## config.mk

```make
export PLATFORM = sky130hd
export DESIGN_NAME = sel_estado
export DESIGN_NICKNAME = d
export VERILOG_FILES = /design/src/rtl/sel_estado.sv
export SDC_FILE = /design/constraint.sdc
export NUM_CORES = 1
export LEC_CHECK = 0
export CAP_MARGIN = 0
export CORE_MARGIN = 3
export CORE_UTILIZATION = 40
export DETAILED_ROUTE_END_ITERATION = 6
export HOLD_SLACK_MARGIN = 0.08
export PLACE_DENSITY_LB_ADDON = 0.12
export RECOVER_POWER = 50
export SYNTH_ARGS = -nofsm -noshare
export SYNTH_HDL_FRONTEND = slang
export SYNTH_SLANG_ARGS = --single-unit
```

## constraint.sdc

```tcl
create_clock -name clk -period 1.94 [get_ports clk]
set_clock_uncertainty 0.1 [all_clocks]
set_input_delay 0.194 -clock clk [delete_from_list [all_inputs] [get_ports clk]]
set_output_delay 0.194 -clock clk [all_outputs]
set_load 0.01 [all_outputs]
```

## src/rtl/sel_estado.sv

```systemverilog
// Two-button state selector: synchronized, debounced up/down pushbuttons step a 2-bit state code.
// Define SEL_ESTADO_SAT_EN to make est saturate at 2'b00/2'b11 instead of wrapping.
module sel_estado #(
  parameter int DEB_CYCLES = 250000
) (
  input  logic       clk,
  input  logic       rest,
  input  logic       btn_up,
  input  logic       btn_dn,
  output logic [1:0] est,
  output logic       cambio
);

  // The counter leaves an ESP state on the cycle it would reach DEB_CYCLES.
  localparam logic [23:0] CNT_LAST = 24'(DEB_CYCLES - 1);

`ifdef SEL_ESTADO_SAT_EN
  localparam bit SAT_EN = 1'b1;
`else
  localparam bit SAT_EN = 1'b0;
`endif

  typedef enum logic [1:0] {
    SUELTO   = 2'b00,
    ESP_ALTO = 2'b01,
    PULSADO  = 2'b10,
    ESP_BAJO = 2'b11
  } deb_state_t;

  logic [1:0] raw;
  logic [1:0] press;

  assign raw = {btn_dn, btn_up};

  // Index 0 is the up button, index 1 the down button.
  genvar gi;
  generate
    for (gi = 0; gi < 2; gi++) begin : g_btn
      logic       sync1_reg;
      logic       sync2_reg;
      deb_state_t state_reg;
      logic [23:0] cnt_reg;
      logic       press_reg;

      always_ff @(posedge clk or negedge rest) begin
        if (!rest) begin
          sync1_reg <= 1'b0;
          sync2_reg <= 1'b0;
          state_reg <= SUELTO;
          cnt_reg   <= '0;
          press_reg <= 1'b0;
        end else begin
          sync1_reg <= raw[gi];
          sync2_reg <= sync1_reg;
          press_reg <= 1'b0;
          case (state_reg)
            SUELTO: begin
              if (sync2_reg) begin
                state_reg <= ESP_ALTO;
                cnt_reg   <= 24'd1;
              end
            end
            ESP_ALTO: begin
              if (!sync2_reg) begin
                state_reg <= SUELTO;
                cnt_reg   <= '0;
              end else if (cnt_reg == CNT_LAST) begin
                state_reg <= PULSADO;
                cnt_reg   <= '0;
                press_reg <= 1'b1;
              end else begin
                cnt_reg <= cnt_reg + 24'd1;
              end
            end
            PULSADO: begin
              if (!sync2_reg) begin
                state_reg <= ESP_BAJO;
                cnt_reg   <= 24'd1;
              end
            end
            ESP_BAJO: begin
              if (sync2_reg) begin
                state_reg <= PULSADO;
                cnt_reg   <= '0;
              end else if (cnt_reg == CNT_LAST) begin
                state_reg <= SUELTO;
                cnt_reg   <= '0;
              end else begin
                cnt_reg <= cnt_reg + 24'd1;
              end
            end
            default: begin
              state_reg <= SUELTO;
              cnt_reg   <= '0;
            end
          endcase
        end
      end

      assign press[gi] = press_reg;
    end
  endgenerate

  logic [1:0] est_reg;
  logic       cambio_reg;

  always_ff @(posedge clk or negedge rest) begin
    if (!rest) begin
      est_reg    <= 2'b00;
      cambio_reg <= 1'b0;
    end else begin
      cambio_reg <= 1'b0;
      case (press)
        2'b01: begin
          if (!(SAT_EN && est_reg == 2'b11)) begin
            est_reg    <= est_reg + 2'd1;
            cambio_reg <= 1'b1;
          end
        end
        2'b10: begin
          if (!(SAT_EN && est_reg == 2'b00)) begin
            est_reg    <= est_reg - 2'd1;
            cambio_reg <= 1'b1;
          end
        end
        // Simultaneous presses cancel out.
        default: ;
      endcase
    end
  end

  assign est    = est_reg;
  assign cambio = cambio_reg;

endmodule

```

==> flow_summary.json, run 1 <==
{
  "ys_seq_area_frac": 0.477,
  "slew_viol_final": 0,
  "ir_worst_vdd_v": 0.000610,
  "fin_tns_setup_ps": -14.2,
  "max_freq_ghz": 0.512,
  "area_growth_pct": 40.9,
  "synth_area_leader_cell": "dfrtp_1",
  "ant_nets": 0,
  "grtUsageTotal": 0.192,
  "start_util": 0.412,
  "power.density_nw_per_um2": 659,
  "core.rowCount": 32,
  "grt_pass1_vias": 2874,
  "drtIter0Drc": 89,
  "drt-wirelength-per-cell_um": 16.4,
  "grt_pass1_wl_mm": 13.6,
  "synth.distinct_cells": 47,
  "ys_ff_latch": 61,
  "r2r_setup_slack_ps": -10,
  "cp_slowest_stage_delay_ps": 510,
  "hold_viol": 0,
  "reg2regPathDepth": 7,
  "drc": 0,
  "final_cells": 534,
  "wl_mm": 8.75,
  "synthFlopType": "dfrtp_1",
  "synth_top_family_by_area": "simple AND/OR/NAND/NOR gates",
  "crit_chain": "ha_4 > and3_4 > nand4_1 > o211ai_1 > buf_4 > or4_1 > nand3_1",
  "synth_compound_area_frac": 0.170,
  "cts.sinks": 61,
  "die_w_um": 95.5,
  "dieArea_um2": 9120,
  "endpoint": "g_btn[0].cnt_reg[20]",
  "max_slew_margin": 0.429,
  "syn-num-nets": 352,
  "portBuffers": 6,
  "worst_slack_ps": -11.3,
  "yosysWarnings": 0,
  "synthAdderAreaFrac": 0.0117,
  "maxCapViolCount": 0,
  "path_max_fanout": 8,
  "cts-root-buf": "clkbuf_8",
  "worstPathRequired_ps": 2110,
  "insertion_delay_ps": 340,
  "drt-pass1-iter-count": 4,
  "numCtsBuffers": 9,
  "synthCells": 345,
  "netlist_top_cells_count": "dfrtp_1, nand2_1, nand3_1",
  "synthMuxAreaShare": 0.0195,
  "postSynthAreaPerCell_um2": 9.28,
  "drive_above_1_share": 0.363,
  "n_antenna_cell": 0,
  "r2r_start": "g_btn[0].cnt_reg[0]",
  "hpwl_mm": 5.53,
  "violations": "negative setup slack",
  "fin_nets": 434,
  "max_slew.worst_pin.slew_ps": 856,
  "critPathLaunch": "g_btn[0].cnt_reg[0]",
  "synth-simple-area-share": 0.274,
  "arrival_ps": 2120,
  "die_h_um": 95.5,
  "r2r-end": "g_btn[0].cnt_reg[20]",
  "ios": 7,
  "rsz0062_at_grt": "yes",
  "syn-cell-area_um2": 3200,
  "power.leakage_nw": 1.92,
  "start_kind": "register",
  "min_path_type": "register to register",
  "fin_crit_sh": 1.01,
  "crit_path_top_delay_cell": "or4_1",
  "dp_cells": 504,
  "synthXorXnorAreaFrac": 0.0164,
  "grt_overflow": 0,
  "synth.top_cell.area_share": 0.477,
  "path_clk_slew_ps": 70,
  "placed_area_um2": 3820,
  "clk_path_buf_depth": 2,
  "grt_max_degree": 62,
  "endpoint_kind": "register",
  "setup_viol": 2,
  "yosysMostFrequentCell": "dfrtp_1",
  "final_area_um2": 4510,
  "vias": 3024,
  "synth_edf_count": 0,
  "htreeDepth": 3,
  "core_um2": 7770,
  "gp_congestion": 0.817,
  "largest_reg_flops": 48,
  "period_minus_slack_ps": 1950,
  "synth_area_leaders": "dfrtp_1, nand3_1, nand2_1, a31oi_1, a21oi_1",
  "drt-vias-per-instance": 5.66,
  "synthArstFlopShare": 1.00,
  "antenna_found_initial": 0,
  "tritoncts": "yes",
  "path_class": "register to register",
  "outcome": "finished with violations"
}
## how the worst min path moves through the flow
stage	startpoint	end	cells after the start
5_1_grt	g_btn[1].sync1_reg	g_btn[1].sync2_reg	0
2_1_floorplan	rest	async pin	0
6_report	g_btn[1].sync1_reg	g_btn[1].sync2_reg	0
3_3_place_gp	rest	g_btn[0].cnt_reg[7]	2
4_1_cts	btn_up	g_btn[0].sync1_reg	1
3_5_place_dp	rest	g_btn[0].cnt_reg[5]	2
## layout by cell type, fill, tap and decap left out, types with 5 or more instances in the layout
master,netlist,final
buf_4,0,66
nor4_1,11,6
nand2b_1,14,12
dfrtp_1,61,59
nand4_1,11,11
inv_1,9,9
a21oi_2,0,18
o21ai_0,12,11
a31oi_1,23,22
nand3_1,31,28
a21oi_1,28,8
nand2_1,39,38
clkbuf_8,0,10
nor3_1,13,9
nor2_1,11,10
or3_1,5,5
## worst max-delay path, delay by kind of cell (launching register included)
family / cells / cell delay [ps]
adder cells (fa/ha/maj): 1 / 180
flip-flops: 1 / 420
AO/OA/AOI/OAI: 1 / 120
buffers and inverters: 1 / 190
AND/OR/NAND/NOR: 4 / 880
## through the flow
| step | util | total power, mW | hold WS [ps] | worst slack [ps] |
|---|---|---|---|---|
| after floorplan | - | 1.54 | -202 | -55.6 |
| final | 0.581 | 2.98 | 250 | -11.3 |
| after global placement | 0.492 | 1.64 | 132 | -83.7 |
| after detailed placement | 0.492 | 1.65 | 148 | -154 |
| after CTS | 0.534 | 2.94 | 194 | -22.0 |
| after global routing | 0.581 | 3.10 | 256 | -103 |
## final cells by class
type / instances / area, um2
Clock buffer: 10 / 138
Clock inverter: 6 / 86.3
Fill cell: 693 / 3250
Inverter: 9 / 33.8
Multi-Input combinational cell: 264 / 1890
Sequential cell: 61 / 1530
Tap cell: 102 / 128
Timing Repair Buffer: 82 / 712
## layer usage
layer  vias up  GRT usage  wire, um
met4         0     0.0581        68
met2        52      0.331      4610
li1       1469          -         -
met3         6     0.0466       242
met5         -          0         0
met1      1497      0.237      3830
## timing repair
| item | in CTS | in global routing |
|---|---|---|
| pin swaps | 13 | 17 |
| endpoints found under the setup margin | 26 | 46 |
| endpoints found under the hold margin | 61 | 0 |
| hold buffers | 1 | 0 |
| cloned | 1 | 5 |
| gates resized for setup | 11 | 53 |
| setup buffers | 3 | 4 |
## kinds of logic after synthesis
| group | count (synthesis) |
|---|---|
| buffers and inverters | 21 |
| flip-flops | 61 |
| AO/OA/AOI/OAI | 87 |
| adder cells (fa/ha/maj) | 3 |
| AND/OR/NAND/NOR | 161 |
| multiplexers | 6 |
| XOR/XNOR | 6 |
## power by group
part           internal (mW)  total [mW]  switching [mW]
logic                  0.141       0.303           0.162
clock network          0.756        1.26           0.505
registers               1.33        1.41          0.0859
total                   2.22        2.98           0.752
Note: power is estimated with default switching activity, not from simulation.
==> run 2, diff against run 1 <==
--- a/config.mk
+++ b/config.mk
@@ -10,7 +10,6 @@
 export CORE_UTILIZATION = 40
 export DETAILED_ROUTE_END_ITERATION = 6
 export HOLD_SLACK_MARGIN = 0.08
-export PLACE_DENSITY_LB_ADDON = 0.12
 export RECOVER_POWER = 50
 export SYNTH_ARGS = -nofsm -noshare
 export SYNTH_HDL_FRONTEND = slang
==> run 2 against run 1 <==
  * The flow still finishes with violations (negative setup slack)
  * Final area about the same
  * Global-route usage about the same
  * Register-to-register slack got worse by 50 ps
  * Sequential share of layout area about the same
  * Critical path depth decreased by 1
  * Power decreased by 2.2%
  * Combinational power increased by 2%
  * Count of clock-buffer cells in the layout unchanged
  * Core utilization about the same
  * Maximum frequency decreased by 2.5%
  * Largest cell class unchanged
  * Largest power group unchanged
  * Highest routed layer unchanged
==> flow_summary.json, run 2 (synthesis gave the netlist of run 1 again) <==
{
  "outcome": "finished with violations",
  "violations": "negative setup slack",
  "r2r_start": "g_btn[1].cnt_reg[1]",
  "fillCellCount": 674,
  "slew_viol_final": 0,
  "mostFrequentLayoutCells": "buf_4, dfrtp_1, nand2_1",
  "dieArea_um2": 9120,
  "r2r_setup_slack_ps": -60,
  "setup_viol": 8,
  "area_growth_pct": 41.1,
  "highest-signal-layer": "met4",
  "grtUsageTotal": 0.192,
  "routed-wl-met2_mm": 4.53,
  "fin_tns_setup_ps": -205,
  "fin_nets": 434,
  "min_from": "g_btn[0].sync1_reg",
  "drtIter0Drc": 107,
  "grt_pass1_vias": 2854,
  "die_h_um": 95.5,
  "arrival_ps": 2110,
  "endpoint_kind": "register",
  "max_slew.worst_pin.slew_ps": 924,
  "ant_nets": 0,
  "fin_crit_sh": 1.03,
  "grt_overflow": 0,
  "drc": 0,
  "critPathLaunch": "g_btn[1].cnt_reg[1]",
  "numCtsBuffers": 9,
  "ir_worst_vdd_v": 0.000467,
  "antenna_found_initial": 0,
  "worst_slack_ps": -60.7,
  "die_w_um": 95.5,
  "grt_max_degree": 39,
  "power.density_nw_per_um2": 644,
  "start_kind": "register",
  "cts.sinks": 61,
  "drt-wirelength-per-cell_um": 16.4,
  "rsz0062_at_grt": "yes",
  "path_clk_slew_ps": 70,
  "max_slew_margin": 0.384,
  "hold_viol": 0,
  "vias": 3048,
  "hpwl_mm": 5.41,
  "n_antenna_cell": 0,
  "detailedPlace.worstSlack_ps": -148,
  "final_common_cell": "buf_4",
  "period_minus_slack_ps": 2000,
  "htreeDepth": 3,
  "gp_congestion": 0.847,
  "grt_pass1_wl_mm": 13.5,
  "cts-root-buf": "clkbuf_8",
  "final_util": 0.582,
  "maxCapViolCount": 0,
  "path_class": "register to register",
  "power.leakage_nw": 1.96,
  "tritoncts": "yes",
  "insertion_delay_ps": 340,
  "max_freq_ghz": 0.500,
  "largest_reg_flops": 48,
  "core.rowCount": 32,
  "start_util": 0.412,
  "met1Wirelength_mm": 3.76,
  "portBuffers": 6,
  "ios": 7,
  "wl_mm": 8.76,
  "drt-vias-per-instance": 5.71,
  "drt-pass1-iter-count": 4,
  "path_max_fanout": 3,
  "core_um2": 7770,
  "worstPathRequired_ps": 2050,
  "drive_above_1_share": 0.373,
  "wl_met3_um": 273,
  "min_path_type": "register to register",
  "clk_path_buf_depth": 2
}
## run 2: cell types whose count changed in the layout (fill, tap and decap cells not counted), sizes merged
| cell | before | now |
|---|---|---|
| clkbuf | 14 | 16 |
| inv | 9 | 11 |
| bufinv | 2 | 1 |
| clkinv | 3 | 2 |
| buf | 72 | 71 |
| o211a | 2 | 1 |
## run 2: critical path, cell delays in order, from the launching register on
cell	delay (ps)
dfrtp_1	430
buf_6	120
nand4_1	140
or4_4	610
or2_4	260
nand3_1	90
o311ai_2	110
## run 2: metal layers
metal | GRT usage | vias up
met5 | 0 | -
met4 | 0.0592 | 0
met3 | 0.0426 | 18
met2 | 0.328 | 73
met1 | 0.242 | 1490
li1 | - | 1467
## run 2: repair_timing
action	in CTS	in global routing
gates cloned	0	6
endpoints found under the hold margin	61	0
hold buffers	1	0
pin swaps	6	36
gates resized for setup	6	70
setup buffers	1	9
setup endpoints to repair	22	45
## run 2: stage by stage
stage / area [um2] / power, mW / hold slack [ps] / instances
after detailed placement: 3800 / 1.65 / 119 / 501
after CTS: 4050 / 2.85 / 176 / 519
after global routing: 4520 / 3.04 / 274 / 534
final: 4520 / 2.91 / 256 / 534
after floorplan: 3210 / 1.54 / -202 / 345
after global placement: 3800 / 1.64 / 104 / 501
## run 2: cell type report
cell class                      count  area, um2  share of cell area
Clock inverter                      6       68.8              0.0152
Sequential cell                    61       1530               0.339
Tap cell                          102        128              0.0282
Multi-Input combinational cell    263       1890               0.418
Timing Repair Buffer               83        733               0.162
Inverter                            9       33.8             0.00748
Clock buffer                       10        138              0.0305
## run 2: worst paths after layout
path / end / cells after the start
hold reg to reg: g_btn[0].sync2_reg / 0
max in group asynchronous: g_btn[0].cnt_reg[2] / 3
min in group asynchronous: g_btn[0].cnt_reg[6] / 3
hold / removal: g_btn[0].sync2_reg / 0
setup / recovery: g_btn[1].cnt_reg[21] / 6
setup reg to reg: g_btn[1].cnt_reg[21] / 6
## run 2: power by group
| part | internal [mW] | leakage (nW) | switching, mW | total, mW |
|---|---|---|---|---|
| clock network | 0.637 | 0.103 | 0.551 | 1.19 |
| registers | 1.33 | 0.826 | 0.0856 | 1.41 |
| logic | 0.148 | 1.03 | 0.160 | 0.308 |
==> run 3, diff against run 2 <==
--- a/config.mk
+++ b/config.mk
@@ -7,9 +7,10 @@
 export LEC_CHECK = 0
 export CAP_MARGIN = 0
 export CORE_MARGIN = 3
-export CORE_UTILIZATION = 40
+export CORE_UTILIZATION = 55
 export DETAILED_ROUTE_END_ITERATION = 6
 export HOLD_SLACK_MARGIN = 0.08
+export PLACE_DENSITY = 0.75
 export RECOVER_POWER = 50
 export SYNTH_ARGS = -nofsm -noshare
 export SYNTH_HDL_FRONTEND = slang
==> run 3 against run 2 <==
  * Critical endpoint is now g_btn[0].cnt_reg[15]
  * Die area down 26%
  * First-iteration DRC count increased to 3.8 times the previous value
  * Final area rose by 0.66%
  * Non-clock buffer count grew 5
  * Power up 5.1%
  * Final cell count fell by 4.5%
  * Maximum frequency decreased by 8.0%
  * Clock power increased by 11%
  * Register-to-register slack worse by 170 ps
  * Core utilization grew 23 points
  * Worst hold slack got worse by 4.0 ps
  * The run still ends with negative setup slack left
==> flow_summary.json, run 3 (synthesis gave the netlist of run 1 again) <==
{
  "insertion_delay_ps": 360,
  "power.density_nw_per_um2": 672,
  "drtIter0Drc": 402,
  "endpoint_kind": "register",
  "antenna_found_initial": 0,
  "min_from": "g_btn[1].sync1_reg",
  "htreeDepth": 3,
  "multi_input_area_um2": 1900,
  "drc": 0,
  "gp_congestion": 0.897,
  "crit_path_top_delay_cell": "nor4_2",
  "ios": 7,
  "fin_nets": 440,
  "dieArea_um2": 6780,
  "cp_slowest_stage_delay_ps": 430,
  "r2r_start": "g_btn[0].cnt_reg[20]",
  "fin_crit_sh": 1.12,
  "violations": "negative setup slack",
  "dp_cells": 474,
  "drt-pass1-iter-count": 5,
  "reg2regPathDepth": 6,
  "cts.sinks": 61,
  "fillCellCount": 280,
  "path_max_fanout": 9,
  "core.rowCount": 27,
  "n_antenna_cell": 0,
  "detailedPlace.worstSlack_ps": -103,
  "r2r-end": "g_btn[0].cnt_reg[15]",
  "slew_viol_final": 0,
  "arrival_ps": 2310,
  "grtUsageTotal": 0.254,
  "numCtsBuffers": 9,
  "portBuffers": 6,
  "crit_chain": "nor4_2 > nand4_1 > buf_4 > o211a_4 > and3_4 > a211o_1",
  "vias": 3535,
  "wl_mm": 11.0,
  "ir_worst_vdd_v": 0.000653,
  "hold_viol": 0,
  "tritoncts": "yes",
  "path_class": "register to register",
  "whs_endpoint": "g_btn[1].sync2_reg",
  "grt_overflow": 0,
  "worst_slack_ps": -234,
  "grt_pass1_vias": 2797,
  "grt_max_degree": 62,
  "worstPathRequired_ps": 2080,
  "maxCapViolCount": 0,
  "outcome": "finished with violations",
  "ant_nets": 0,
  "worstHoldPathCells": 0,
  "clk_path_buf_depth": 2,
  "drt-vias-per-instance": 6.93,
  "die_h_um": 82.3,
  "max_slew.worst_pin.slew_ps": 847,
  "min_path_type": "register to register",
  "cts-root-buf": "clkbuf_8",
  "start_util": 0.575,
  "core_um2": 5570,
  "largest_reg_flops": 48,
  "final_common_cell": "buf_4",
  "start_kind": "register",
  "r2r_setup_slack_ps": -230,
  "final_cells": 510,
  "drt-wirelength-per-cell_um": 21.5,
  "regArea_um2": 1530,
  "mostFrequentLayoutCells": "buf_4, dfrtp_1, nand2_1",
  "hpwl_mm": 5.30,
  "path_clk_slew_ps": 70,
  "die_w_um": 82.3,
  "grt_pass1_wl_mm": 13.0,
  "area_growth_pct": 42.0,
  "period_minus_slack_ps": 2170,
  "power.leakage_nw": 1.96,
  "max_freq_ghz": 0.460,
  "drive_above_1_share": 0.388,
  "setup_viol": 45,
  "max_slew_margin": 0.435,
  "rsz0062_at_grt": "yes"
}
run 3: critical path: cells and delay by family, from the launching register on:
kind / cells / cell delay, ps
AND/OR/NAND/NOR: 3 / 820
buffers and inverters: 1 / 190
AO/OA/AOI/OAI: 2 / 530
flip-flops: 1 / 420
run 3: final cells by class:
class	instances	area share
clock buffer	12	0.0341
clock inverter	4	0.0154
inverter	9	0.00743
multi-input combinational	264	0.417
sequential	61	0.337
tap	72	0.0198
timing repair buffer	88	0.170
run 3: worst max-delay path by stage:
stage | startpoint | to | slack (ps) | cells after the start
after floorplan | g_btn[0].cnt_reg[13] | g_btn[0].cnt_reg[1] | -60 | 6
after global placement | g_btn[0].cnt_reg[20] | g_btn[0].cnt_reg[15] | -50 | 6
after detailed placement | g_btn[0].cnt_reg[20] | g_btn[0].cnt_reg[15] | -100 | 6
after CTS | g_btn[0].cnt_reg[16] | g_btn[0].cnt_reg[15] | -10 | 6
after global routing | g_btn[0].cnt_reg[20] | g_btn[0].cnt_reg[15] | -240 | 6
final | g_btn[0].cnt_reg[20] | g_btn[0].cnt_reg[15] | -230 | 6
run 3: repair_timing:
| item | CTS | global route |
|---|---|---|
| pin swaps | 2 | 21 |
| endpoints found under the setup margin | 20 | 45 |
| resized for setup | 6 | 72 |
| endpoints found under the hold margin | 61 | 0 |
| setup buffers | 4 | 7 |
| hold buffers | 1 | 0 |
| gates cloned | 1 | 7 |
run 3: stage by stage:
step / TNS [ps] / total power, mW / hold WS, ps / cell area, um2 / util
2_1_floorplan: -235 / 1.54 / -202 / 3210 / -
3_3_place_gp: -147 / 1.63 / 125 / 3780 / 0.679
3_5_place_dp: -638 / 1.64 / 126 / 3780 / 0.679
4_1_cts: -19.0 / 2.92 / 180 / 4090 / 0.733
5_1_grt: -5510 / 3.15 / 266 / 4550 / 0.816
6_report: -4130 / 3.06 / 252 / 4550 / 0.816
run 3: layer usage:
layer,share of wire,global-route usage,up-vias,wire (um)
li1,-,-,1475,-
met1,0.38,0.354,1702,4210
met2,0.45,0.378,270,4960
met3,0.11,0.0553,88,1190
met4,0.057,0.113,0,624
met5,0,0,-,0
run 3: power by group:
group          switching, mW  internal [mW]
Combinational          0.174          0.148
Clock                  0.526          0.790
Sequential            0.0911           1.33
